**src/rtl/acc_cpu_param.sv**
```systemverilog
// rtl/acc_cpu_param.sv - parametrised multi-cycle accumulator CPU (T0-T4 cycle, host load, debug read)

module acc_cpu_param #(
   parameter int DW = 8,
   parameter int AW = 4
) (
   input  logic          clk,
   input  logic          rst_n,
   input  logic          load_en,
   input  logic [AW-1:0] load_addr,
   input  logic [DW-1:0] load_data,
   input  logic          start,
   input  logic [AW-1:0] start_pc,
   input  logic [AW-1:0] dbg_addr,
   output logic [DW-1:0] dbg_data,
   output logic [DW-1:0] ac_out,
   output logic [AW-1:0] pc_out,
   output logic          busy,
   output logic          halted,
   output logic          z_flag,
   output logic          c_flag
);

   localparam int DEPTH = 1 << AW;

   localparam logic [2:0] S_IDLE = 3'd0;
   localparam logic [2:0] S_T0   = 3'd1;
   localparam logic [2:0] S_T1   = 3'd2;
   localparam logic [2:0] S_T2   = 3'd3;
   localparam logic [2:0] S_T3   = 3'd4;
   localparam logic [2:0] S_T4   = 3'd5;
   localparam logic [2:0] S_HALT = 3'd6;

   localparam logic [2:0] OP_ADD = 3'b000;
   localparam logic [2:0] OP_SUB = 3'b001;
   localparam logic [2:0] OP_XOR = 3'b010;
   localparam logic [2:0] OP_DBL = 3'b011;
   localparam logic [2:0] OP_LDA = 3'b100;
   localparam logic [2:0] OP_STA = 3'b101;
   localparam logic [2:0] OP_CMM = 3'b110;
   localparam logic [2:0] OP_HLT = 3'b111;

   logic [2:0]    state_q, state_d;
   logic [DW-1:0] ac_q, ac_d;
   logic [AW-1:0] pc_q, pc_d;
   logic [AW-1:0] ar_q, ar_d;
   logic [AW+3:0] ir_q, ir_d;
   logic          z_q, z_d;
   logic          c_q, c_d;

   logic [DW-1:0] mem_q [DEPTH];
   logic          mem_we;
   logic [AW-1:0] mem_waddr;
   logic [DW-1:0] mem_wdata;

   logic          ir_ind;
   logic [2:0]    ir_op;
   logic [AW-1:0] ir_addr;
   logic [DW-1:0] m_ar;
   logic [DW:0]   sum;
   logic [DW:0]   diff;

   assign ir_ind  = ir_q[AW+3];
   assign ir_op   = ir_q[AW+2:AW];
   assign ir_addr = ir_q[AW-1:0];
   assign m_ar    = mem_q[ar_q];
   // Extra top bit carries the ADD carry-out and the SUB borrow (AC < M unsigned).
   assign sum     = {1'b0, ac_q} + {1'b0, m_ar};
   assign diff    = {1'b0, ac_q} - {1'b0, m_ar};

   // Next-state, datapath and memory-write decode for the instruction cycle.
   always_comb begin
      state_d   = state_q;
      ac_d      = ac_q;
      pc_d      = pc_q;
      ar_d      = ar_q;
      ir_d      = ir_q;
      z_d       = z_q;
      c_d       = c_q;
      mem_we    = 1'b0;
      mem_waddr = ar_q;
      mem_wdata = ac_q;
      case (state_q)
         S_IDLE, S_HALT: begin
            // Host writes are only accepted while stopped; a same-cycle start
            // fetches after this edge, so the first fetch sees the new data.
            if (load_en) begin
               mem_we    = 1'b1;
               mem_waddr = load_addr;
               mem_wdata = load_data;
            end
            if (start) begin
               pc_d    = start_pc;
               state_d = S_T0;
            end
         end
         S_T0: begin
            ar_d    = pc_q;
            state_d = S_T1;
         end
         S_T1: begin
            ir_d    = m_ar[AW+3:0];
            pc_d    = pc_q + {{(AW-1){1'b0}}, 1'b1};
            state_d = S_T2;
         end
         S_T2: begin
            ar_d    = ir_addr;
            state_d = S_T3;
         end
         S_T3: begin
            // Direct instructions idle here so both modes take five cycles.
            if (ir_ind) begin
               ar_d = m_ar[AW-1:0];
            end
            state_d = S_T4;
         end
         S_T4: begin
            state_d = S_T0;
            case (ir_op)
               OP_ADD: begin
                  ac_d = sum[DW-1:0];
                  c_d  = sum[DW];
                  z_d  = (sum[DW-1:0] == '0);
               end
               OP_SUB: begin
                  ac_d = diff[DW-1:0];
                  c_d  = diff[DW];
                  z_d  = (diff[DW-1:0] == '0);
               end
               OP_XOR: begin
                  ac_d = ac_q ^ m_ar;
                  z_d  = ((ac_q ^ m_ar) == '0);
               end
               OP_DBL: begin
                  mem_we    = 1'b1;
                  mem_wdata = {m_ar[DW-2:0], 1'b0};
                  c_d       = m_ar[DW-1];
               end
               OP_LDA: begin
                  ac_d = m_ar;
                  z_d  = (m_ar == '0);
               end
               OP_STA: begin
                  mem_we    = 1'b1;
                  mem_wdata = ac_q;
               end
               OP_CMM: begin
                  mem_we    = 1'b1;
                  mem_wdata = ~m_ar;
               end
               OP_HLT: begin
                  state_d = S_HALT;
               end
               default: begin
                  state_d = S_T0;
               end
            endcase
         end
         default: begin
            state_d = S_IDLE;
         end
      endcase
   end

   // Architectural registers; reset aborts any instruction in flight.
   always_ff @(posedge clk or negedge rst_n) begin
      if (!rst_n) begin
         state_q <= S_IDLE;
         ac_q    <= '0;
         pc_q    <= '0;
         ar_q    <= '0;
         ir_q    <= '0;
         z_q     <= 1'b0;
         c_q     <= 1'b0;
      end else begin
         state_q <= state_d;
         ac_q    <= ac_d;
         pc_q    <= pc_d;
         ar_q    <= ar_d;
         ir_q    <= ir_d;
         z_q     <= z_d;
         c_q     <= c_d;
      end
   end

   // Memory array keeps its contents across reset; the write enable is
   // state-derived, so an asserted reset suppresses any pending write.
   always_ff @(posedge clk) begin
      if (mem_we) begin
         mem_q[mem_waddr] <= mem_wdata;
      end
   end

   assign dbg_data = mem_q[dbg_addr];
   assign ac_out   = ac_q;
   assign pc_out   = pc_q;
   assign busy     = (state_q == S_T0) || (state_q == S_T1) || (state_q == S_T2) ||
                     (state_q == S_T3) || (state_q == S_T4);
   assign halted   = (state_q == S_HALT);
   assign z_flag   = z_q;
   assign c_flag   = c_q;

endmodule

```
**config.mk**
```make
export PLATFORM = sky130hd
export DESIGN_NAME = acc_cpu_param
export DESIGN_NICKNAME = d
export VERILOG_FILES = /design/src/rtl/acc_cpu_param.sv
export SDC_FILE = /design/constraint.sdc
export NUM_CORES = 1
export LEC_CHECK = 0
export BUFFER_PORTS_ARGS = -buffer_cell sky130_fd_sc_hd__buf_2
export CORE_MARGIN = 3
export CORE_UTILIZATION = 29
export DETAILED_ROUTE_END_ITERATION = 8
export RECOVER_POWER = 50
export SLEW_MARGIN = 20
export SYNTH_ARGS = -nofsm -noshare
export SYNTH_HDL_FRONTEND = slang
export SYNTH_SLANG_ARGS = --single-unit
export TNS_END_PERCENT = 50
```
**constraint.sdc**
```tcl
create_clock -name clk -period 3.2 [get_ports clk]
set_input_delay 0.32 -clock clk [delete_from_list [all_inputs] [get_ports clk]]
set_output_delay 0.32 -clock clk [all_outputs]
set_load 0.05 [all_outputs]
```
==> flow_metrics.tcl <==
set metrics [dict create \
    status "finished, violations left" \
    violations "max-capacitance violations, max-slew violations, negative setup slack" \
    num-fill-cells 2791 \
    synth_cells 671 \
    cts_root_buffer "clkbuf_16" \
    clkLatencyLatePin_ps 440 \
    totalWireLength_mm 27.5 \
    coreArea_sq_um 30000 \
    antenna_found_initial 0 \
    skew_ps 18.0 \
    fmax_ghz 0.287 \
    worst_hold_path.num_cells 3 \
    path_clk_slew_ps 70 \
    die_height_microns 182 \
    dpl_cell_area_sq_um 10300 \
    synth_ff_type "edfxtp_1" \
    report.final.hold_viol_count 0 \
    vias 6686 \
    drc 0 \
    worstSetupPathType "register to register" \
    avgSynthCellArea_sq_um 13.3 \
    grt_pass1_vias 6623 \
    cp_max_fo 3 \
    min_path_type "primary input to register" \
    start_kind "register" \
    clock_sinks 157 \
    globalplace.congestion 0.931 \
    drtPass1Iterations 5 \
    port-buffer-count 47 \
    cp.required_ps 3550 \
    drive_gt1_frac 0.384 \
    nNetsFinal 857 \
    drt_iter0_drc 718 \
    rsz0062_at_grt "yes" \
    hp-start "start_pc[3]" \
    initial_core_util 0.297 \
    post-place-ws_ps -354 \
    worst_pin_slew_ps 1790 \
    grt_pass1_wl_mm 41.5 \
    slew_headroom -0.191 \
    synth_nets 715 \
    cts_buffers 17 \
    synth_warnings 0 \
    via_per_inst 5.50 \
    finalCritPeriodShare 1.09 \
    avgRoutedWirePerCell_microns 22.6 \
    holdPathEnd "pc_out[3]" \
    grtUsageTotal 0.166 \
    final_util 0.377 \
    setup_slack_ps -283 \
    worstPathArrival_ps 3830 \
    slowest_delay_ps 640 \
    timing.rr.start "ar_q[2]" \
    end_kind "register" \
    overflow 0 \
    finalInstanceArea_sq_um 11300 \
    async_flop_share 0.185 \
    clock_path_buffers 2 \
    die_area_sq_um 32900 \
    htreeDepth 4 \
    cts_tree "done" \
    syn_to_final_growth_pct 26.7 \
    ys_seq_elements 157 \
    synth_enable_flop_cells 128 \
    path_cells "mux4_4 -> mux4_2 -> clkinv_4 -> ha_4 -> nor2b_4 -> o31a_1 -> o21a_1 -> nor2_2 -> xnor2_2 -> or4_4 -> a31oi_1" \
    reg2reg_depth 11 \
    synth.distinct_cells 76 \
    ant_nets 0 \
    setup_viol 7 \
    antennaDiodeCount 0 \
    grt_max_degree 33 \
    r2r_end "z_flag" \
    die_w_microns 182 \
    rows 63 \
    regToRegSetupSlack_ps -280 \
    io_pins 48 \
    critPathSlowestCell "mux4_4" \
    drv_slew 30 \
    fin_crit_ps 3480 \
    drv_cap 1 \
    syn_area_sq_um 8930 \
    dp_hpwl_mm 19.2 \
    yosysSeqAreaShare 0.511 \
    whs_ps 118 \
]
cell families (layout without fill, tap and decap cells):
group,after synthesis,count (layout),synth area share
compound gates,161,161,0.118
xor+xnor,7,7,0.00686
fa+ha+maj,20,20,0.0297
buf+inv,61,216,0.0374
flops,157,157,0.511
mux,81,81,0.199
simple gates,184,184,0.0983
layout make-up:
class | count | area [sq um] | area share
clock inverter | 14 | 149 | 0.0132
sequential | 157 | 4570 | 0.404
timing repair buffer | 167 | 1250 | 0.110
clock buffer | 18 | 429 | 0.0379
inverter | 17 | 68.8 | 0.00608
tap | 390 | 488 | 0.0431
multi-input combinational | 453 | 4360 | 0.385
per-layer routing:
layer	wire, microns	up-vias	global-route usage
li1	-	2956	-
met1	11600	3392	0.230
met2	13300	290	0.267
met3	2050	48	0.0339
met4	626	0	0.0427
met5	0	-	0
registers in the layout, summed over array words and instances (netlist names):
name / count
ar_q: 4
c_flag: 1
pc_out: 4
mem_q: 128
ac_out: 8
ir_q: 8
z_flag: 1
state_q: 3
critical path, delay by kind of cell (launching register included):
| family | cells | cell delay [ps] |
|---|---|---|
| mux | 2 | 1200 |
| simple gates | 3 | 730 |
| compound gates | 3 | 710 |
| flops | 1 | 410 |
| fa+ha+maj | 1 | 190 |
| buf+inv | 1 | 80 |
| xor+xnor | 1 | 80 |
cells in the mapped netlist (all sizes together) (12+ instances only):
library cell	n	share of area
edfxtp	128	0.43
mux4	73	0.19
nor2	63	0.026
nand2	53	0.024
o21ai	40	0.022
a21oi	37	0.021
clkbuf	33	0.019
dfrtp	29	0.081
ha	18	0.025
inv	15	0.0063
a22oi	14	0.013
nor3	13	0.0073
nand2b	12	0.0084
cell usage in the layout (no fill, tap or decap), types with 21 or more instances in the layout:
| cell type | n |
|---|---|
| mux4_2 | 68 |
| nand2_1 | 48 |
| nor2_1 | 59 |
| a21oi_1 | 32 |
| edfxtp_1 | 128 |
| buf_4 | 99 |
| buf_2 | 31 |
| clkbuf_1 | 21 |
| dfrtp_1 | 28 |
| o21ai_0 | 29 |
stage by stage:
stage | std cells | TNS (ps)
final | 1216 | -893
after global routing | 1216 | -1780
after CTS | 1210 | -1170
after detailed placement | 1173 | -1430
after global placement | 1173 | -1240
after floorplan | 671 | -229
how the worst max path moves through the flow:
| stage | start | to | slack (ps) | cells after the start |
|---|---|---|---|---|
| 2_1_floorplan | ar_q[2] | z_flag | -230 | 12 |
| 3_3_place_gp | ar_q[2] | ac_out[6] | -300 | 12 |
| 3_5_place_dp | ar_q[2] | ac_out[6] | -350 | 12 |
| 4_1_cts | ar_q[0] | z_flag | -290 | 13 |
| 5_1_grt | ar_q[0] | z_flag | -410 | 13 |
| 6_report | ar_q[2] | z_flag | -280 | 11 |
timing repair:
action | CTS | global route
endpoints found under the setup margin | 7 | 25
hold endpoints to repair | 29 | 0
gates resized for setup | 31 | 56
gates cloned | 2 | 0
pin swaps | 20 | 36
hold buffers | 1 | 0
setup buffers | 2 | 9
Power is left out: the tool's default activity adds up to more than one toggle a clock period on the data nets, which glitch-free logic cannot reach.
